===== src/rtl/ssd_pkg.sv =====
// Shared constants and types for the seven-segment scan driver.
// Holds the active-low segment patterns {g..a}, the blank pattern, and seg_t.
package ssd_pkg;

   localparam int unsigned SEG_W = 7;
   localparam int unsigned BCD_W = 4;

   typedef logic [SEG_W-1:0] seg_t;

   localparam seg_t SEG_BLANK = 7'h7F;
   localparam seg_t SEG_0     = 7'b1000000;
   localparam seg_t SEG_1     = 7'b1111001;
   localparam seg_t SEG_2     = 7'b0100100;
   localparam seg_t SEG_3     = 7'b0110000;
   localparam seg_t SEG_4     = 7'b0011001;
   localparam seg_t SEG_5     = 7'b0010010;
   localparam seg_t SEG_6     = 7'b0000010;
   localparam seg_t SEG_7     = 7'b1111000;
   localparam seg_t SEG_8     = 7'b0000000;
   localparam seg_t SEG_9     = 7'b0010000;

endpackage


===== src/rtl/ssd_decode.sv =====
// Combinational BCD to active-low seven-segment decoder.
// Ports: i_bcd  - 4-bit BCD code
//        o_seg_c - segments {g..a}, active-low; codes 10..15 give SEG_BLANK
module ssd_decode
   import ssd_pkg::*;
(
   input  logic [BCD_W-1:0] i_bcd,
   output seg_t             o_seg_c
);

   always_comb begin
      o_seg_c = SEG_BLANK;
      case (i_bcd)
         4'd0:    o_seg_c = SEG_0;
         4'd1:    o_seg_c = SEG_1;
         4'd2:    o_seg_c = SEG_2;
         4'd3:    o_seg_c = SEG_3;
         4'd4:    o_seg_c = SEG_4;
         4'd5:    o_seg_c = SEG_5;
         4'd6:    o_seg_c = SEG_6;
         4'd7:    o_seg_c = SEG_7;
         4'd8:    o_seg_c = SEG_8;
         4'd9:    o_seg_c = SEG_9;
         default: o_seg_c = SEG_BLANK;
      endcase
   end

endmodule


===== src/rtl/ssd_scan_driver.sv =====
// Multiplexed multi-digit seven-segment scan driver.
// Latches a packed BCD word, scans one digit per CLK_DIV-clock slot with
// BLANK_CYCLES of anode dead time, optional leading-zero blanking, and
// optional per-digit blinking (built only when SSD_SCAN_BLINK_EN is defined).
// Ports: clk, rst_n (async active-low), load_i/data_i (shadow load),
//        lzb_i (leading-zero blanking), blink_mask_i (per-digit blink),
//        seg_o (active-low segments, registered), an_o (active-low anodes, registered)
module ssd_scan_driver
   import ssd_pkg::*;
#(
   parameter int unsigned NUM_DIGITS   = 4,
   parameter int unsigned CLK_DIV      = 50000,
   parameter int unsigned BLANK_CYCLES = 2,
   parameter int unsigned BLINK_FRAMES = 64
)(
   input  logic                        clk,
   input  logic                        rst_n,
   input  logic                        load_i,
   input  logic [BCD_W*NUM_DIGITS-1:0] data_i,
   input  logic                        lzb_i,
   input  logic [NUM_DIGITS-1:0]       blink_mask_i,
   output seg_t                        seg_o,
   output logic [NUM_DIGITS-1:0]       an_o
);

   localparam int unsigned DATA_W = BCD_W * NUM_DIGITS;
   localparam int unsigned CNT_W  = (CLK_DIV > 1)    ? $clog2(CLK_DIV)    : 1;
   localparam int unsigned IDX_W  = (NUM_DIGITS > 1) ? $clog2(NUM_DIGITS) : 1;

   logic [DATA_W-1:0] r_shadow;
   logic [CNT_W-1:0]  r_cnt;
   logic [IDX_W-1:0]  r_idx;
   logic              w_slot_end;
   logic              w_frame_end;
   logic [BCD_W-1:0]  w_digit;
   logic              w_upper_zero;
   logic              w_mask_bit;
   logic              w_blink_off;
   seg_t              w_dec_seg;
   seg_t              w_seg_nxt;
   logic [NUM_DIGITS-1:0] w_an_nxt;

   assign w_slot_end  = (r_cnt == CNT_W'(CLK_DIV - 1));
   assign w_frame_end = w_slot_end && (r_idx == IDX_W'(NUM_DIGITS - 1));

   // Shadow data and scan position
   always_ff @(posedge clk or negedge rst_n) begin
      if (!rst_n) begin
         r_shadow <= '0;
         r_cnt    <= '0;
         r_idx    <= '0;
      end else begin
         if (load_i) r_shadow <= data_i;
         if (w_slot_end) begin
            r_cnt <= '0;
            r_idx <= w_frame_end ? '0 : r_idx + IDX_W'(1);
         end else begin
            r_cnt <= r_cnt + CNT_W'(1);
         end
      end
   end

   // Select the current digit, its blink bit, and whether it and all higher digits are zero
   always_comb begin
      w_digit      = '0;
      w_mask_bit   = 1'b0;
      w_upper_zero = 1'b0;
      for (int k = 0; k < NUM_DIGITS; k++) begin
         if (r_idx == IDX_W'(k)) begin
            w_digit      = r_shadow[BCD_W*k +: BCD_W];
            w_mask_bit   = blink_mask_i[k];
            w_upper_zero = (k > 0) && ((r_shadow >> (BCD_W*k)) == '0);
         end
      end
   end

`ifdef SSD_SCAN_BLINK_EN
   localparam int unsigned FRM_W = (BLINK_FRAMES > 1) ? $clog2(BLINK_FRAMES) : 1;

   logic [FRM_W-1:0] r_frame;
   logic             r_phase_on;

   // Blink phase toggles every BLINK_FRAMES completed frames
   always_ff @(posedge clk or negedge rst_n) begin
      if (!rst_n) begin
         r_frame    <= '0;
         r_phase_on <= 1'b1;
      end else if (w_frame_end) begin
         if (r_frame == FRM_W'(BLINK_FRAMES - 1)) begin
            r_frame    <= '0;
            r_phase_on <= ~r_phase_on;
         end else begin
            r_frame <= r_frame + FRM_W'(1);
         end
      end
   end

   assign w_blink_off = !r_phase_on && w_mask_bit;
`else
   assign w_blink_off = 1'b0;

   logic w_unused_blink;
   assign w_unused_blink = w_mask_bit;
`endif

   ssd_decode u_decode (
      .i_bcd   (w_digit),
      .o_seg_c (w_dec_seg)
   );

   // Next output value; blanking priority: dead time, blink-off, LZB, then decode
   always_comb begin
      w_seg_nxt = w_dec_seg;
      w_an_nxt  = ~(NUM_DIGITS'(1) << r_idx);
      if (r_cnt < CNT_W'(BLANK_CYCLES)) begin
         w_seg_nxt = SEG_BLANK;
         w_an_nxt  = '1;
      end else if (w_blink_off) begin
         w_seg_nxt = SEG_BLANK;
      end else if (lzb_i && w_upper_zero) begin
         w_seg_nxt = SEG_BLANK;
      end
   end

   always_ff @(posedge clk or negedge rst_n) begin
      if (!rst_n) begin
         seg_o <= SEG_BLANK;
         an_o  <= '1;
      end else begin
         seg_o <= w_seg_nxt;
         an_o  <= w_an_nxt;
      end
   end

endmodule


===== config.mk =====
export PLATFORM = sky130hd
export DESIGN_NAME = ssd_scan_driver
export DESIGN_NICKNAME = d
export VERILOG_FILES = /design/src/rtl/ssd_pkg.sv /design/src/rtl/ssd_decode.sv /design/src/rtl/ssd_scan_driver.sv
export SDC_FILE = /design/constraint.sdc
export NUM_CORES = 1
export LEC_CHECK = 0
export ABC_AREA = 0
export CAP_MARGIN = 20
export CORE_ASPECT_RATIO = 1.75
export CORE_MARGIN = 2
export CORE_UTILIZATION = 43
export DETAILED_ROUTE_END_ITERATION = 10
export GPL_ROUTABILITY_DRIVEN = 0
export PLACE_DENSITY = 0.75
export SKIP_CTS_REPAIR_TIMING = 1
export SYNTH_ARGS = -nofsm -noshare
export SYNTH_HDL_FRONTEND = slang
export SYNTH_SLANG_ARGS = --single-unit

===== constraint.sdc =====
create_clock -name clk -period 3.3 [get_ports clk]
set_input_delay 0.495 -clock clk [delete_from_list [all_inputs] [get_ports clk]]
set_output_delay 0.495 -clock clk [all_outputs]
set_load 0.05 [all_outputs]

==> impl_results.md <==
- First-pass GRT wire length: 7.72 mm
- Layout area overhead: 19.2%
- Slew @ Worst Pin: 776 ps
- Crit end category: flop
- Pin count of the biggest net entering global routing: 46
- Yosys cell types: 49
- Die X: 58.6 um
- Clock sinks: 45
- Final setup vio count: 0
- CTS tree: yes
- # DRC: 3
- Drt total wl: 4.54 mm
- Flip-flop and latch count after synthesis: 45
- Hold Fails Final Rpt: 0
- Drt pass-1 iters: 10
- Final global-route overflow total: 0
- Failing checks: design-rule violations
- Unrepaired setup endpoints after global routing: false
- Tcrit/Tclk final: 0.647
- Vias/cell: 5.65
- Hpwl dp: 3.36 mm
- Status: complete, but fails checks
- Worst skew pair latency: 310 ps
- CP startpoint kind: flop
- Vias in the first global route: 1684
- Crit Path Class: reg -> reg
- Synth top area cells: dfrtp_1 (38%), dfstp_2 (13%), mux2_2 (6.5%)
- Async S/R FF share, synth: 1.00
- H-tree levels: 2
- I/O Buffers: 30
- Num ports: 35
- Die Ht: 99.6 um
- Minimum clock period: 2140 ps
- WL/cell: 16.1 um
- Most frequent cell after synthesis: dfrtp_1
- Max clock buf depth: 2
- CTS Buf Count: 5
- Final Max Tran Viols: 0
- Dpl cells: 273
- Place WS: 1220 ps
- Antenna-violating nets left: 0
- Die ar.: 5840 um2
- Yosys top cell by area: dfrtp_1
- Yosys top cell area share: 0.379
- Cell Rows: 34
- EDFF count, synth: 0
- Critical Path AT: 2380 ps
- Leak: 1.11 nW
- FMAX: 468 MHz
- Power consumption: 0.00117 W
- Sum Neg Setup Slack: 0 ps
- YS warnings: 0
- Syn nets: 225
- Dominant synthesized flop cell: dfrtp_1
- Max transition margin: 0.481
- Initial Utilization: 0.447
- CP Data Required Time: 3550 ps
- Area of the mapped netlist: 2250 um2
- Synth cell count leaders: dfrtp_1 (34), mux2_2 (13), nor2_1 (13), nand2_1 (12), dfstp_2 (11)
- Clk slew on worst S/H paths: 90 ps
- Worst Slack Setup Final: 1160 ps
- Non-filler cells, final: 283
- PD cells: 436 nW/um2
- Total track usage: 0.175
- Initial drt markers: 71
- Sequential cell area fraction in the yosys report: 0.508
- Initial antenna violation count: 0
- Vias: 1600
- Peak supply drop: 0.269 mV
- Layout Nets: 258
- N_diodes: 0
- Core Area: 5020 um2
- Worst hold slack: 509 ps
- Min-delay worst type: reg -> reg
- Clock root buffer: clkbuf_8
- Clk_skew: 9.75 ps
- Maxcap violations: 0
- Worst-path fanout max: 16
- Share of cells above drive strength 1: 0.214
- Syn avg cell area: 11.5 um2
- Post-Syn Instances: 195
==> cell usage in the layout (no fill, tap or decap), types with 2 or more instances in the layout <==
cell,Yosys,final
dfrtp_1,34,34
clkdlybuf4s50_1,0,29
nor2_1,13,13
mux2_2,13,13
nand2_1,12,12
dfstp_2,11,11
nand3_1,10,10
xnor2_1,8,8
inv_1,7,7
nand4_1,7,7
nor3_1,6,6
ha_1,6,6
nor4_1,5,5
o21ai_1,5,5
clkbuf_8,0,5
a211oi_1,4,4
nor3b_1,4,4
a21oi_1,4,4
xor2_1,4,4
o21ai_0,4,4
nand3b_1,3,3
a221o_2,3,3
clkinvlp_4,0,3
a211oi_2,2,2
and3_1,2,2
==> flip-flops by register name, indices dropped and copies added (netlist names) <==
name and flops:
r_idx 2, an_o 4, r_cnt 16, r_shadow 16, seg_o 7
==> worst paths after layout <==
kind                       slack (ps)                  from  cells after the start                       to
max in group asynchronous        2290                 rst_n                      3        an_o[3]$_DFF_PN1_
min                               510    r_cnt[0]$_DFF_PN0_                      1       r_cnt[0]$_DFF_PN0_
min reg2reg                       510    r_cnt[0]$_DFF_PN0_                      1       r_cnt[0]$_DFF_PN0_
min in group asynchronous         520                 rst_n                      2  r_shadow[3]$_DFFE_PN0P_
max reg2reg                      1160  r_idx[1]$_DFFE_PN0N_                      7       seg_o[3]$_DFF_PN1_
max                              1160  r_idx[1]$_DFFE_PN0N_                      7       seg_o[3]$_DFF_PN1_
==> layer usage <==
layer,share of wire,up-vias,wire (um),GRT usage
met3,0.028,11,128,0.0338
met4,0.031,0,142,0.0892
li1,-,772,-,-
met2,0.56,29,2550,0.320
met5,0,-,0,0
met1,0.38,788,1720,0.182
==> layout make-up <==
class                           instances  area (um2)
Inverter                                9        40.0
Fill cell                             442        2340
Clock inverter                          3        22.5
Tap cell                               54        67.6
Timing Repair Buffer                   32         325
Sequential cell                        45        1140
Multi-Input combinational cell        135        1010
Clock buffer                            5        68.8
==> cells by family after synthesis <==
| family | Yosys count | share of synthesized area |
|---|---|---|
| AOI/OAI and AO/OA | 30 | 0.101 |
| and+or+nand+nor | 72 | 0.195 |
| DFF | 45 | 0.508 |
| xor gates and xnor gates | 12 | 0.0468 |
| muxes | 15 | 0.0747 |
| buffers and inverters | 15 | 0.0418 |
| adders and majority gates | 6 | 0.0334 |
==> through the flow <==
step / area (um2) / util
final: 2680 / 0.533
after global routing: 2680 / 0.533
after CTS: 2650 / 0.527
after detailed placement: 2550 / 0.509
after global placement: 2550 / 0.509
after floorplan: 2250 / -
==> power breakdown <==
part,switching [W],total [W],internal (W)
Clock,0.000202,0.000351,0.000149
Sequential,0.0000201,0.000615,0.000595
Combinational,0.000116,0.000201,0.0000854
==> worst max-delay path: stages, from the launching register on <==
cell	delay [ps]
dfrtp_1	400
ha_1	540
a211oi_1	100
a221o_2	440
clkinv_4	80
ha_1	260
a21oi_1	140
nand4b_1	120
Power figures use the tool's default switching activity.
